$ cat src/rtl/sram_axi_bridge_if.sv
// Single-beat AXI-style bus between sram_axi_bridge (master) and the memory system (slave).
interface sram_axi_bridge_if;
  logic [3:0]  arid;
  logic [31:0] araddr;
  logic        arvalid;
  logic        arready;
  logic [3:0]  rid;
  logic [31:0] rdata;
  logic        rvalid;
  logic        rready;
  logic [31:0] awaddr;
  logic        awvalid;
  logic        awready;
  logic [31:0] wdata;
  logic [3:0]  wstrb;
  logic        wvalid;
  logic        wready;
  logic        bvalid;
  logic        bready;

  modport master (
    output arid, araddr, arvalid, rready, awaddr, awvalid, wdata, wstrb, wvalid, bready,
    input  arready, rid, rdata, rvalid, awready, wready, bvalid
  );

  modport slave (
    input  arid, araddr, arvalid, rready, awaddr, awvalid, wdata, wstrb, wvalid, bready,
    output arready, rid, rdata, rvalid, awready, wready, bvalid
  );
endinterface

$ cat src/rtl/sram_axi_bridge.sv
// Serialises the core's fetch and data SRAM ports onto one single-beat AXI master, data first.
// Optional macro SRAM_AXI_POSTED_WRITE_EN: stores complete on AW+W acceptance instead of on bvalid.
module sram_axi_bridge #(
  parameter logic [3:0] INST_ID = 4'd0,
  parameter logic [3:0] DATA_ID = 4'd1
) (
  input  logic                      clk,
  input  logic                      rst,
  input  logic                      inst_sram_en_i,
  input  logic [31:0]               inst_sram_addr_i,
  output logic [31:0]               inst_sram_rdata_o,
  output logic                      inst_stall_o,
  input  logic                      data_sram_en_i,
  input  logic [3:0]                data_sram_wen_i,
  input  logic [31:0]               data_sram_addr_i,
  input  logic [31:0]               data_sram_wdata_i,
  output logic [31:0]               data_sram_rdata_o,
  output logic                      data_stall_o,
  sram_axi_bridge_if.master         axi
);

`ifdef SRAM_AXI_POSTED_WRITE_EN
  localparam bit POSTED = 1'b1;
`else
  localparam bit POSTED = 1'b0;
`endif

  typedef enum logic [2:0] {
    ST_IDLE    = 3'd0,
    ST_RD_ADDR = 3'd1,
    ST_RD_DATA = 3'd2,
    ST_WR_REQ  = 3'd3,
    ST_WR_RESP = 3'd4
  } state_e;

  state_e      state_q;
  logic        req_is_data_q;
  logic [3:0]  arid_q;
  logic [31:0] araddr_q;
  logic        arvalid_q;
  logic        rready_q;
  logic [31:0] awaddr_q;
  logic        awvalid_q;
  logic [31:0] wdata_q;
  logic [3:0]  wstrb_q;
  logic        wvalid_q;
  logic        bready_q;
  logic [31:0] inst_rdata_q;
  logic [31:0] data_rdata_q;
  logic        inst_done_q;
  logic        data_done_q;

  // Done flags live for exactly one cycle so the core sees stall low once, then advances.
  assign inst_stall_o      = inst_sram_en_i & ~inst_done_q;
  assign data_stall_o      = data_sram_en_i & ~data_done_q;
  assign inst_sram_rdata_o = inst_rdata_q;
  assign data_sram_rdata_o = data_rdata_q;

  assign axi.arid    = arid_q;
  assign axi.araddr  = araddr_q;
  assign axi.arvalid = arvalid_q;
  assign axi.rready  = rready_q;
  assign axi.awaddr  = awaddr_q;
  assign axi.awvalid = awvalid_q;
  assign axi.wdata   = wdata_q;
  assign axi.wstrb   = wstrb_q;
  assign axi.wvalid  = wvalid_q;
  assign axi.bready  = bready_q;

  // Bus FSM with registered handshake outputs, latched request fields and per-port results.
  always_ff @(posedge clk) begin
    if (rst) begin
      state_q       <= ST_IDLE;
      req_is_data_q <= 1'b0;
      arid_q        <= 4'd0;
      araddr_q      <= 32'd0;
      arvalid_q     <= 1'b0;
      rready_q      <= 1'b0;
      awaddr_q      <= 32'd0;
      awvalid_q     <= 1'b0;
      wdata_q       <= 32'd0;
      wstrb_q       <= 4'd0;
      wvalid_q      <= 1'b0;
      bready_q      <= 1'b0;
      inst_rdata_q  <= 32'd0;
      data_rdata_q  <= 32'd0;
      inst_done_q   <= 1'b0;
      data_done_q   <= 1'b0;
    end else begin
      if (inst_done_q) begin
        inst_done_q <= 1'b0;
      end
      if (data_done_q) begin
        data_done_q <= 1'b0;
      end
      case (state_q)
        ST_IDLE: begin
          if (data_sram_en_i && !data_done_q) begin
            if (data_sram_wen_i != 4'd0) begin
              awaddr_q  <= data_sram_addr_i;
              wdata_q   <= data_sram_wdata_i;
              wstrb_q   <= data_sram_wen_i;
              awvalid_q <= 1'b1;
              wvalid_q  <= 1'b1;
              state_q   <= ST_WR_REQ;
            end else begin
              araddr_q      <= data_sram_addr_i;
              arid_q        <= DATA_ID;
              req_is_data_q <= 1'b1;
              arvalid_q     <= 1'b1;
              state_q       <= ST_RD_ADDR;
            end
          end else if (inst_sram_en_i && !inst_done_q) begin
            araddr_q      <= inst_sram_addr_i;
            arid_q        <= INST_ID;
            req_is_data_q <= 1'b0;
            arvalid_q     <= 1'b1;
            state_q       <= ST_RD_ADDR;
          end
        end
        ST_RD_ADDR: begin
          if (axi.arready) begin
            arvalid_q <= 1'b0;
            rready_q  <= 1'b1;
            state_q   <= ST_RD_DATA;
          end
        end
        ST_RD_DATA: begin
          // Beats tagged with another id are not ours; keep rready high and wait.
          if (axi.rvalid && (axi.rid == arid_q)) begin
            rready_q <= 1'b0;
            state_q  <= ST_IDLE;
            if (req_is_data_q) begin
              data_rdata_q <= axi.rdata;
              data_done_q  <= 1'b1;
            end else begin
              inst_rdata_q <= axi.rdata;
              inst_done_q  <= 1'b1;
            end
          end
        end
        ST_WR_REQ: begin
          if (awvalid_q && axi.awready) begin
            awvalid_q <= 1'b0;
          end
          if (wvalid_q && axi.wready) begin
            wvalid_q <= 1'b0;
          end
          if ((!awvalid_q || axi.awready) && (!wvalid_q || axi.wready)) begin
            bready_q <= 1'b1;
            state_q  <= ST_WR_RESP;
            if (POSTED) begin
              data_done_q <= 1'b1;
            end
          end
        end
        ST_WR_RESP: begin
          if (axi.bvalid) begin
            bready_q <= 1'b0;
            state_q  <= ST_IDLE;
            if (!POSTED) begin
              data_done_q <= 1'b1;
            end
          end
        end
        default: begin
          state_q   <= ST_IDLE;
          arvalid_q <= 1'b0;
          rready_q  <= 1'b0;
          awvalid_q <= 1'b0;
          wvalid_q  <= 1'b0;
          bready_q  <= 1'b0;
        end
      endcase
    end
  end

endmodule

$ cat src/flat_wrapper.sv
// flat-port wrapper written by rule: the top's interface ports become plain ports
module sram_axi_bridge_flat 
#(
  parameter logic [3:0] INST_ID = 4'd0,
  parameter logic [3:0] DATA_ID = 4'd1
)
  (clk, rst, inst_sram_en_i, inst_sram_addr_i, inst_sram_rdata_o, inst_stall_o, data_sram_en_i, data_sram_wen_i, data_sram_addr_i, data_sram_wdata_i, data_sram_rdata_o, data_stall_o, axi_arid, axi_araddr, axi_arvalid, axi_rready, axi_awaddr, axi_awvalid, axi_wdata, axi_wstrb, axi_wvalid, axi_bready, axi_arready, axi_rid, axi_rdata, axi_rvalid, axi_awready, axi_wready, axi_bvalid);
  sram_axi_bridge_if axi_i ();
  input  logic clk;
  input  logic rst;
  input  logic inst_sram_en_i;
  input  logic [31:0] inst_sram_addr_i;
  output logic [31:0] inst_sram_rdata_o;
  output logic inst_stall_o;
  input  logic data_sram_en_i;
  input  logic [3:0] data_sram_wen_i;
  input  logic [31:0] data_sram_addr_i;
  input  logic [31:0] data_sram_wdata_i;
  output logic [31:0] data_sram_rdata_o;
  output logic data_stall_o;
  output wire logic [$bits(axi_i.arid)-1:0] axi_arid;
  output wire logic [$bits(axi_i.araddr)-1:0] axi_araddr;
  output wire logic [$bits(axi_i.arvalid)-1:0] axi_arvalid;
  output wire logic [$bits(axi_i.rready)-1:0] axi_rready;
  output wire logic [$bits(axi_i.awaddr)-1:0] axi_awaddr;
  output wire logic [$bits(axi_i.awvalid)-1:0] axi_awvalid;
  output wire logic [$bits(axi_i.wdata)-1:0] axi_wdata;
  output wire logic [$bits(axi_i.wstrb)-1:0] axi_wstrb;
  output wire logic [$bits(axi_i.wvalid)-1:0] axi_wvalid;
  output wire logic [$bits(axi_i.bready)-1:0] axi_bready;
  input wire logic [$bits(axi_i.arready)-1:0] axi_arready;
  input wire logic [$bits(axi_i.rid)-1:0] axi_rid;
  input wire logic [$bits(axi_i.rdata)-1:0] axi_rdata;
  input wire logic [$bits(axi_i.rvalid)-1:0] axi_rvalid;
  input wire logic [$bits(axi_i.awready)-1:0] axi_awready;
  input wire logic [$bits(axi_i.wready)-1:0] axi_wready;
  input wire logic [$bits(axi_i.bvalid)-1:0] axi_bvalid;
  assign axi_arid = axi_i.arid;
  assign axi_araddr = axi_i.araddr;
  assign axi_arvalid = axi_i.arvalid;
  assign axi_rready = axi_i.rready;
  assign axi_awaddr = axi_i.awaddr;
  assign axi_awvalid = axi_i.awvalid;
  assign axi_wdata = axi_i.wdata;
  assign axi_wstrb = axi_i.wstrb;
  assign axi_wvalid = axi_i.wvalid;
  assign axi_bready = axi_i.bready;
  assign axi_i.arready = axi_arready;
  assign axi_i.rid = axi_rid;
  assign axi_i.rdata = axi_rdata;
  assign axi_i.rvalid = axi_rvalid;
  assign axi_i.awready = axi_awready;
  assign axi_i.wready = axi_wready;
  assign axi_i.bvalid = axi_bvalid;
  sram_axi_bridge #(.INST_ID(INST_ID), .DATA_ID(DATA_ID)) u_core (.clk(clk), .rst(rst), .inst_sram_en_i(inst_sram_en_i), .inst_sram_addr_i(inst_sram_addr_i), .inst_sram_rdata_o(inst_sram_rdata_o), .inst_stall_o(inst_stall_o), .data_sram_en_i(data_sram_en_i), .data_sram_wen_i(data_sram_wen_i), .data_sram_addr_i(data_sram_addr_i), .data_sram_wdata_i(data_sram_wdata_i), .data_sram_rdata_o(data_sram_rdata_o), .data_stall_o(data_stall_o), .axi(axi_i));
endmodule
$ cat config.mk
export PLATFORM = sky130hd
export DESIGN_NAME = sram_axi_bridge_flat
export DESIGN_NICKNAME = d
export VERILOG_FILES = /design/src/rtl/sram_axi_bridge_if.sv /design/src/rtl/sram_axi_bridge.sv /design/src/flat_wrapper.sv
export SDC_FILE = /design/constraint.sdc
export NUM_CORES = 1
export LEC_CHECK = 0
export BUFFER_PORTS_ARGS = -buffer_cell sky130_fd_sc_hd__buf_2
export CORE_MARGIN = 3
export CORE_UTILIZATION = 46
export CTS_CLUSTER_SIZE = 12
export DETAILED_ROUTE_END_ITERATION = 7
export GPL_TIMING_DRIVEN = 0
export PLACE_DENSITY = 0.8
export REMOVE_ABC_BUFFERS = 1
export SLEW_MARGIN = 20
export SYNTH_ARGS = -nofsm -noshare
export SYNTH_HDL_FRONTEND = slang
export SYNTH_SLANG_ARGS = --single-unit
$ cat constraint.sdc
create_clock -name clk -period 2.1 [get_ports clk]
set_input_delay 0.42 -clock clk [delete_from_list [all_inputs] [get_ports clk]]
set_output_delay 0.42 -clock clk [all_outputs]
set_load 0.02 [all_outputs]
After elaboration in Yosys (flattened, before gate mapping)
Cells that the tools add are included.
{"block": "op_classes", "n_addsub": 0, "n_mul": 0, "div_mod_pow": 0, "order_cmp": 0, "n_eq_ne": 16, "shift": 0, "n_mux": 38, "bitwise_logic": 11, "reduce_logical": 30}
{"cell": "2-to-1 mux 32 bit", "count": 3}
{"cell": "2-to-1 mux 1 bit", "count": 18}
{"cell": "2-to-1 mux 3 bit", "count": 6}
{"cell": "AND reduction 3 bit", "count": 6}
{"cell": "one-hot mux 1 bit (3 select lines)", "count": 5}
{"cell": "one-hot mux 3 bit (5 select lines)", "count": 1}
{"cell": "OR reduction 3 bit", "count": 5}
{"cell": "2-to-1 mux 4 bit", "count": 3}
{"cell": "inequality test 2 x 1 -> 1 bit (second input constant)", "count": 6}
{"cell": "AND reduction 4 bit", "count": 3}
{"cell": "NOT 1 bit", "count": 9}
{"cell": "equality test 3 x 2 -> 1 bit (second input constant)", "count": 2}
{"cell": "logical AND 1 bit", "count": 6}
{"cell": "inequality test 2 bit (second input constant)", "count": 3}
{"cell": "AND reduction 5 bit", "count": 1}
{"cell": "equality test 4 bit", "count": 1}
{"cell": "zero test 1 bit", "count": 4}
{"cell": "nonzero test 4 bit", "count": 1}
{"cell": "equality test 3 x 1 -> 1 bit (second input constant)", "count": 1}
{"cell": "equality test 3 bit (second input constant)", "count": 1}
{"cell": "zero test 3 bit", "count": 1}
{"cell": "inequality test 3 x 1 -> 1 bit (second input constant)", "count": 1}
{"cell": "inequality test 3 bit (second input constant)", "count": 1}
{"cell": "AND 1 bit", "count": 2}
{"cell": "other kinds (4)", "count": 5}
{"block": "word_totals", "ff_bits": 179, "latchBits": 0, "ramBits": 0, "rom_bits": 0, "inputBits": 145, "mem_count": 0}

Depth between registers and ports, before layout
{"block": "depth", "word_depth": 5, "depth_mapped": 9, "mapped_depth_nobuf": 5}

Worst setup path before layout
OpenSTA, ideal clock, no wires.
{"block": "synth_timing", "path_kind": "input to register", "from": "input port data_sram_wen_i[3]", "to": "register u_core.araddr_q[29], in the netlist u_core.axi.araddr[29]", "setup_ps": 133, "arrival_ps": 1523, "slack_ps": 444, "path_stages": 7, "n_path_buf": 3, "cell_sequence": "nor4_2 nand2b_1 buf_2 and2_1 buf_2 buf_2 a311oi_1"}
{"block": "synth_between", "elab_chain_cells": 3}
{"element": "start: declaration", "line_no": "flat_wrapper.sv:16", "rtl": "input logic [3:0] data_sram_wen_i;"}
{"element": "nonzero test 4 bit", "line_no": "sram_axi_bridge.sv:99", "rtl": "if (data_sram_wen_i != 4'd0) begin"}
{"element": "inequality test 2 bit (no line)"}
{"element": "AND reduction 3 bit (no line)"}
{"element": "end signal: assignment", "line_no": "sram_axi_bridge.sv:107", "rtl": "araddr_q <= data_sram_addr_i;"}
{"element": "end signal: assignment", "line_no": "sram_axi_bridge.sv:114", "rtl": "araddr_q <= inst_sram_addr_i;"}
{"element": "end: declaration", "line_no": "sram_axi_bridge.sv:39", "rtl": "logic [31:0] araddr_q;"}
No other way between the ends.
A chain may end at the register's enable or synchronous reset.

Final worst setup path
{"block": "layout_timing", "from": "register u_core.state_q[2]", "to": "register u_core.araddr_q[28], in the netlist u_core.axi.araddr[28]"}
{"block": "layout_between", "elab_chain_cells": 2}
{"element": "start: declaration", "line_no": "sram_axi_bridge.sv:36", "rtl": "state_e state_q;"}
{"element": "start signal: assignment", "line_no": "sram_axi_bridge.sv:73", "rtl": "state_q <= ST_IDLE;"}
{"element": "start signal: assignment", "line_no": "sram_axi_bridge.sv:105", "rtl": "state_q <= ST_WR_REQ;"}
{"element": "start signal: assignment", "line_no": "sram_axi_bridge.sv:111", "rtl": "state_q <= ST_RD_ADDR;"}
{"element": "zero test 3 bit", "line_no": "sram_axi_bridge.sv:96", "rtl": "case (state_q)"}
{"element": "AND reduction 3 bit (no line)"}
No other way between the ends.

==> results.py <==
metrics = {
    "global_routing": {
        "grt_pass1_wl_um": 33480,
        "grt_max_degree": 104,
        "grt_pass1_vias": 6665,
        "grt-ovfl-total": 0,
        "grt_usage_pct": 26.08,
        "antenna_found_initial": 3,
    },
    "sta": {
        "final_max_slew_viol_count": 0,
        "grt_setup_unrepaired": "false",
        "fmax_mhz": 510.4,
        "fin_hold_ws_ps": 231.2,
        "fin_crit_ps": 1959,
        "fin_crit_sh_pct": 93.30,
        "setup_viol": 0,
        "finalWorstSetupSlack_ps": 140.6,
        "fin_worst_skew_ps": 8.170,
        "hold_viol_final": 0,
        "tns_ps": 0,
    },
    "worst_setup_path": {
        "path_cells": "or3_4, a21oi_4, and2_2, a311oi_1",
        "end_kind": "flop",
        "slowest_stage": "or3_4",
        "reg2reg_depth": 4,
        "crit_family": "simple AND/OR/NAND/NOR gates",
        "r2r-start": "u_core.state_q[2]$_SDFFE_PP0P_",
        "crit_type": "flop to flop",
        "worst-path-buf-inv": 0,
        "startpoint": "u_core.state_q[2]$_SDFFE_PP0P_",
        "worst-endpoint-arrival_ps": 2240,
        "worstSetupEndpoint": "u_core.axi.araddr[28]$_SDFFE_PP0P_",
        "slowest_delay_ps": 480,
        "required_ps": 2380,
        "r2r-end": "u_core.axi.araddr[28]$_SDFFE_PP0P_",
        "cp_max_fo": 16,
        "critPathLaunchType": "flop",
        "cp.depth": 4,
        "rrSetupSlack_ps": 140,
    },
    "die": {
        "die_h_um": 125.6,
        "start_util_pct": 47.21,
        "fp.dieArea_sq_mm": 0.01577,
        "io_pins": 320,
        "die_w_um": 125.6,
        "coreArea_sq_mm": 0.01393,
        "rows": 43,
    },
    "detailed_routing": {
        "drt_wl_total_um": 21130,
        "num_vias": 6813,
        "wl_per_cell_um": 16.11,
        "initialDrtViolationCount": 456,
        "drt_first_pass_iters": 7,
        "drc": 0,
        "ant_nets": 0,
        "viasPerCell": 5.193,
    },
    "synthesis": {
        "syn_inst": 840,
        "yosysWarnings": 0,
        "ys_types": 35,
        "synth_area_sq_mm": 0.006579,
        "postSynthAreaPerCell_sq_um": 7.832,
        "synth_seq_cells": 175,
        "seq_area_frac_synth_pct": 53.25,
    },
    "clock_tree": {
        "ctsLongestPathBuffers": 2,
        "clock_latency_ps": 420,
        "clkSinkCount": 175,
        "cts_max_level": 4,
        "cts_buffers": 17,
        "cts_tree": "yes",
        "cts_root_buffer": "clkbuf_16",
        "clk_pin_slew_ps": 70,
    },
    "run_status": {
        "status": "completed",
    },
    "pwr": {
        "p_total_mw": 9.748,
        "ir_drop_mv": 0.7603,
        "p_leak_nw": 4.033,
        "power_density_mw_per_mm2": 1085,
    },
    "cells_and_area": {
        "fill_cells": 1229,
        "finalInstanceArea_sq_mm": 0.008982,
        "nets": 1263,
        "multi_input_area_sq_mm": 0.002775,
        "syn_to_final_growth_pct": 36.53,
        "drive_gt1_share_pct": 33.36,
        "regArea_sq_mm": 0.003505,
    },
    "run": {
        "drv_cap": 0,
    },
    "worst_hold_path": {
        "min_path_type": "input pin to flop",
    },
    "placed_design": {
        "hpwl_um": 14900,
        "io_buffers": 316,
        "place.gp.congestion": 0.8582,
        "place_area_sq_mm": 0.008319,
        "dp_slack_ps": -663.2,
    },
}
[routing by layer]
layer	share of wire, %	global-route usage [%]	wire length [um]	vias to the layer above
li1	-	-	-	3354
met1	38	29.01	8089	3135
met2	51	45.15	10690	288
met3	9.4	11.06	1979	34
met4	1.7	8.291	365	2
met5	0.043	0	9	-
[worst min path at each step]
stage | from | endpoint | slack (ps) | depth (start not counted)
floorplan | rst | u_core.axi.awaddr[0]$_SDFFE_PP0P_ | 490 | 1
global placement | u_core.data_sram_rdata_o[16]$_SDFFE_PP0P_ | u_core.data_sram_rdata_o[16]$_SDFFE_PP0P_ | 440 | 2
detailed placement | u_core.axi.awaddr[1]$_SDFFE_PP0P_ | u_core.axi.awaddr[1]$_SDFFE_PP0P_ | 440 | 2
CTS | data_sram_wdata_i[26] | u_core.axi.wdata[26]$_SDFFE_PP0P_ | 210 | 3
global route | data_sram_wdata_i[31] | u_core.axi.wdata[31]$_SDFFE_PP0P_ | 220 | 3
finish | data_sram_wdata_i[23] | u_core.axi.wdata[23]$_SDFFE_PP0P_ | 230 | 3
[worst register-to-register path: stages (launching register included)]
cell	delay, ps
dfxtp_1	430
or3_4	480
a21oi_4	290
and2_2	470
a311oi_1	160
[synthesized netlist by cell type]
cell | count | area (sq um)
nor2_1 | 5 | 18.77
a21oi_2 | 1 | 8.760
a21oi_1 | 170 | 850.8
nand2_1 | 332 | 1246
nand3_1 | 8 | 40.04
nand4_1 | 2 | 12.51
or3_1 | 2 | 12.51
nor3_2 | 1 | 10.01
clkbuf_1 | 39 | 146.4
nand4b_1 | 1 | 8.760
conb_1 | 1 | 3.750
clkinv_2 | 1 | 5.000
o211ai_1 | 1 | 7.510
dfxtp_1 | 175 | 3503
a31o_2 | 1 | 8.760
a31oi_1 | 1 | 6.260
nor2b_1 | 1 | 6.260
nand2b_1 | 4 | 25.02
nand3b_1 | 1 | 7.510
o21ai_0 | 4 | 20.02
buf_4 | 7 | 52.55
and4_1 | 2 | 17.52
or3_4 | 1 | 11.26
a221oi_1 | 1 | 8.760
a211oi_1 | 1 | 7.510
xnor2_1 | 1 | 8.760
and2_1 | 2 | 12.51
buf_2 | 28 | 140.1
nor3_1 | 3 | 15.01
a311oi_1 | 33 | 289.0
nor4_2 | 2 | 25.02
nor4_1 | 1 | 6.260
a22oi_1 | 1 | 7.510
a32o_1 | 1 | 10.01
inv_1 | 5 | 18.77
[layout by cell type (no fill, tap or decap), drive strengths merged, types with 2 or more instances in the layout]
master / instances
or3: 3
buf: 330
a311oi: 33
nand2: 332
nor3: 4
nor4: 3
and4: 2
clkbuf: 19
nand4: 2
nor2: 5
conb: 3
o21ai: 4
dfxtp: 175
inv: 8
a21oi: 171
diode: 2
nand3: 8
nand2b: 4
clkinvlp: 3
and2: 3
bufinv: 3
clkinv: 4
[timing repair]
item,4_1_cts,5_1_grt
gates cloned,0,1
buffers inserted,1,0
endpoints found under the setup margin,82,21
gates resized for setup,5,4
pin swaps,1,1
hold buffers,0,0
[registers in the layout (all words and copies together), names as in the netlist]
signal                    flops
u_core.axi.bready             1
u_core.axi.rready             1
u_core.axi.arid               1
u_core.data_done_q            1
u_core.axi.araddr            32
u_core.inst_done_q            1
u_core.data_sram_rdata_o     32
u_core.axi.wvalid             1
u_core.axi.awvalid            1
u_core.state_q                3
u_core.axi.wdata             32
u_core.axi.awaddr            32
u_core.axi.arvalid            1
u_core.axi.wstrb              4
u_core.inst_sram_rdata_o     32
[through the flow]
stage,util (%),std cells
after floorplan,-,768
after global placement,57.80,1264
after detailed placement,59.70,1277
after CTS,64.25,1309
after global routing,64.46,1312
final,64.46,1312
[layout make-up]
cell class / count / share of cell area, %
flip-flops and latches: 175 / 39.02
repair buffers: 330 / 20.34
well taps: 180 / 2.507
inverters: 6 / 0.3900
clock buffers: 19 / 5.042
multi-input cells: 588 / 30.90
clock inverters: 12 / 1.755
diodes: 2 / 0.05572
[power by group]
part | switching (mW) | leakage [nW] | internal, mW | total, mW
Combinational | 1.61 | 2.31 | 0.908 | 2.52
Clock | 1.34 | 0.292 | 1.94 | 3.28
Sequential | 0.246 | 1.43 | 3.71 | 3.95
[cell families after synthesis]
group | count (synthesis) | synth area share [%]
flops | 175 | 53.25
compound gates | 215 | 18.62
buf+inv | 80 | 5.515
simple gates | 368 | 22.42
xor+xnor | 1 | 0.1332
other cells | 1 | 0.05700
Power figures use the tool's default switching activity.
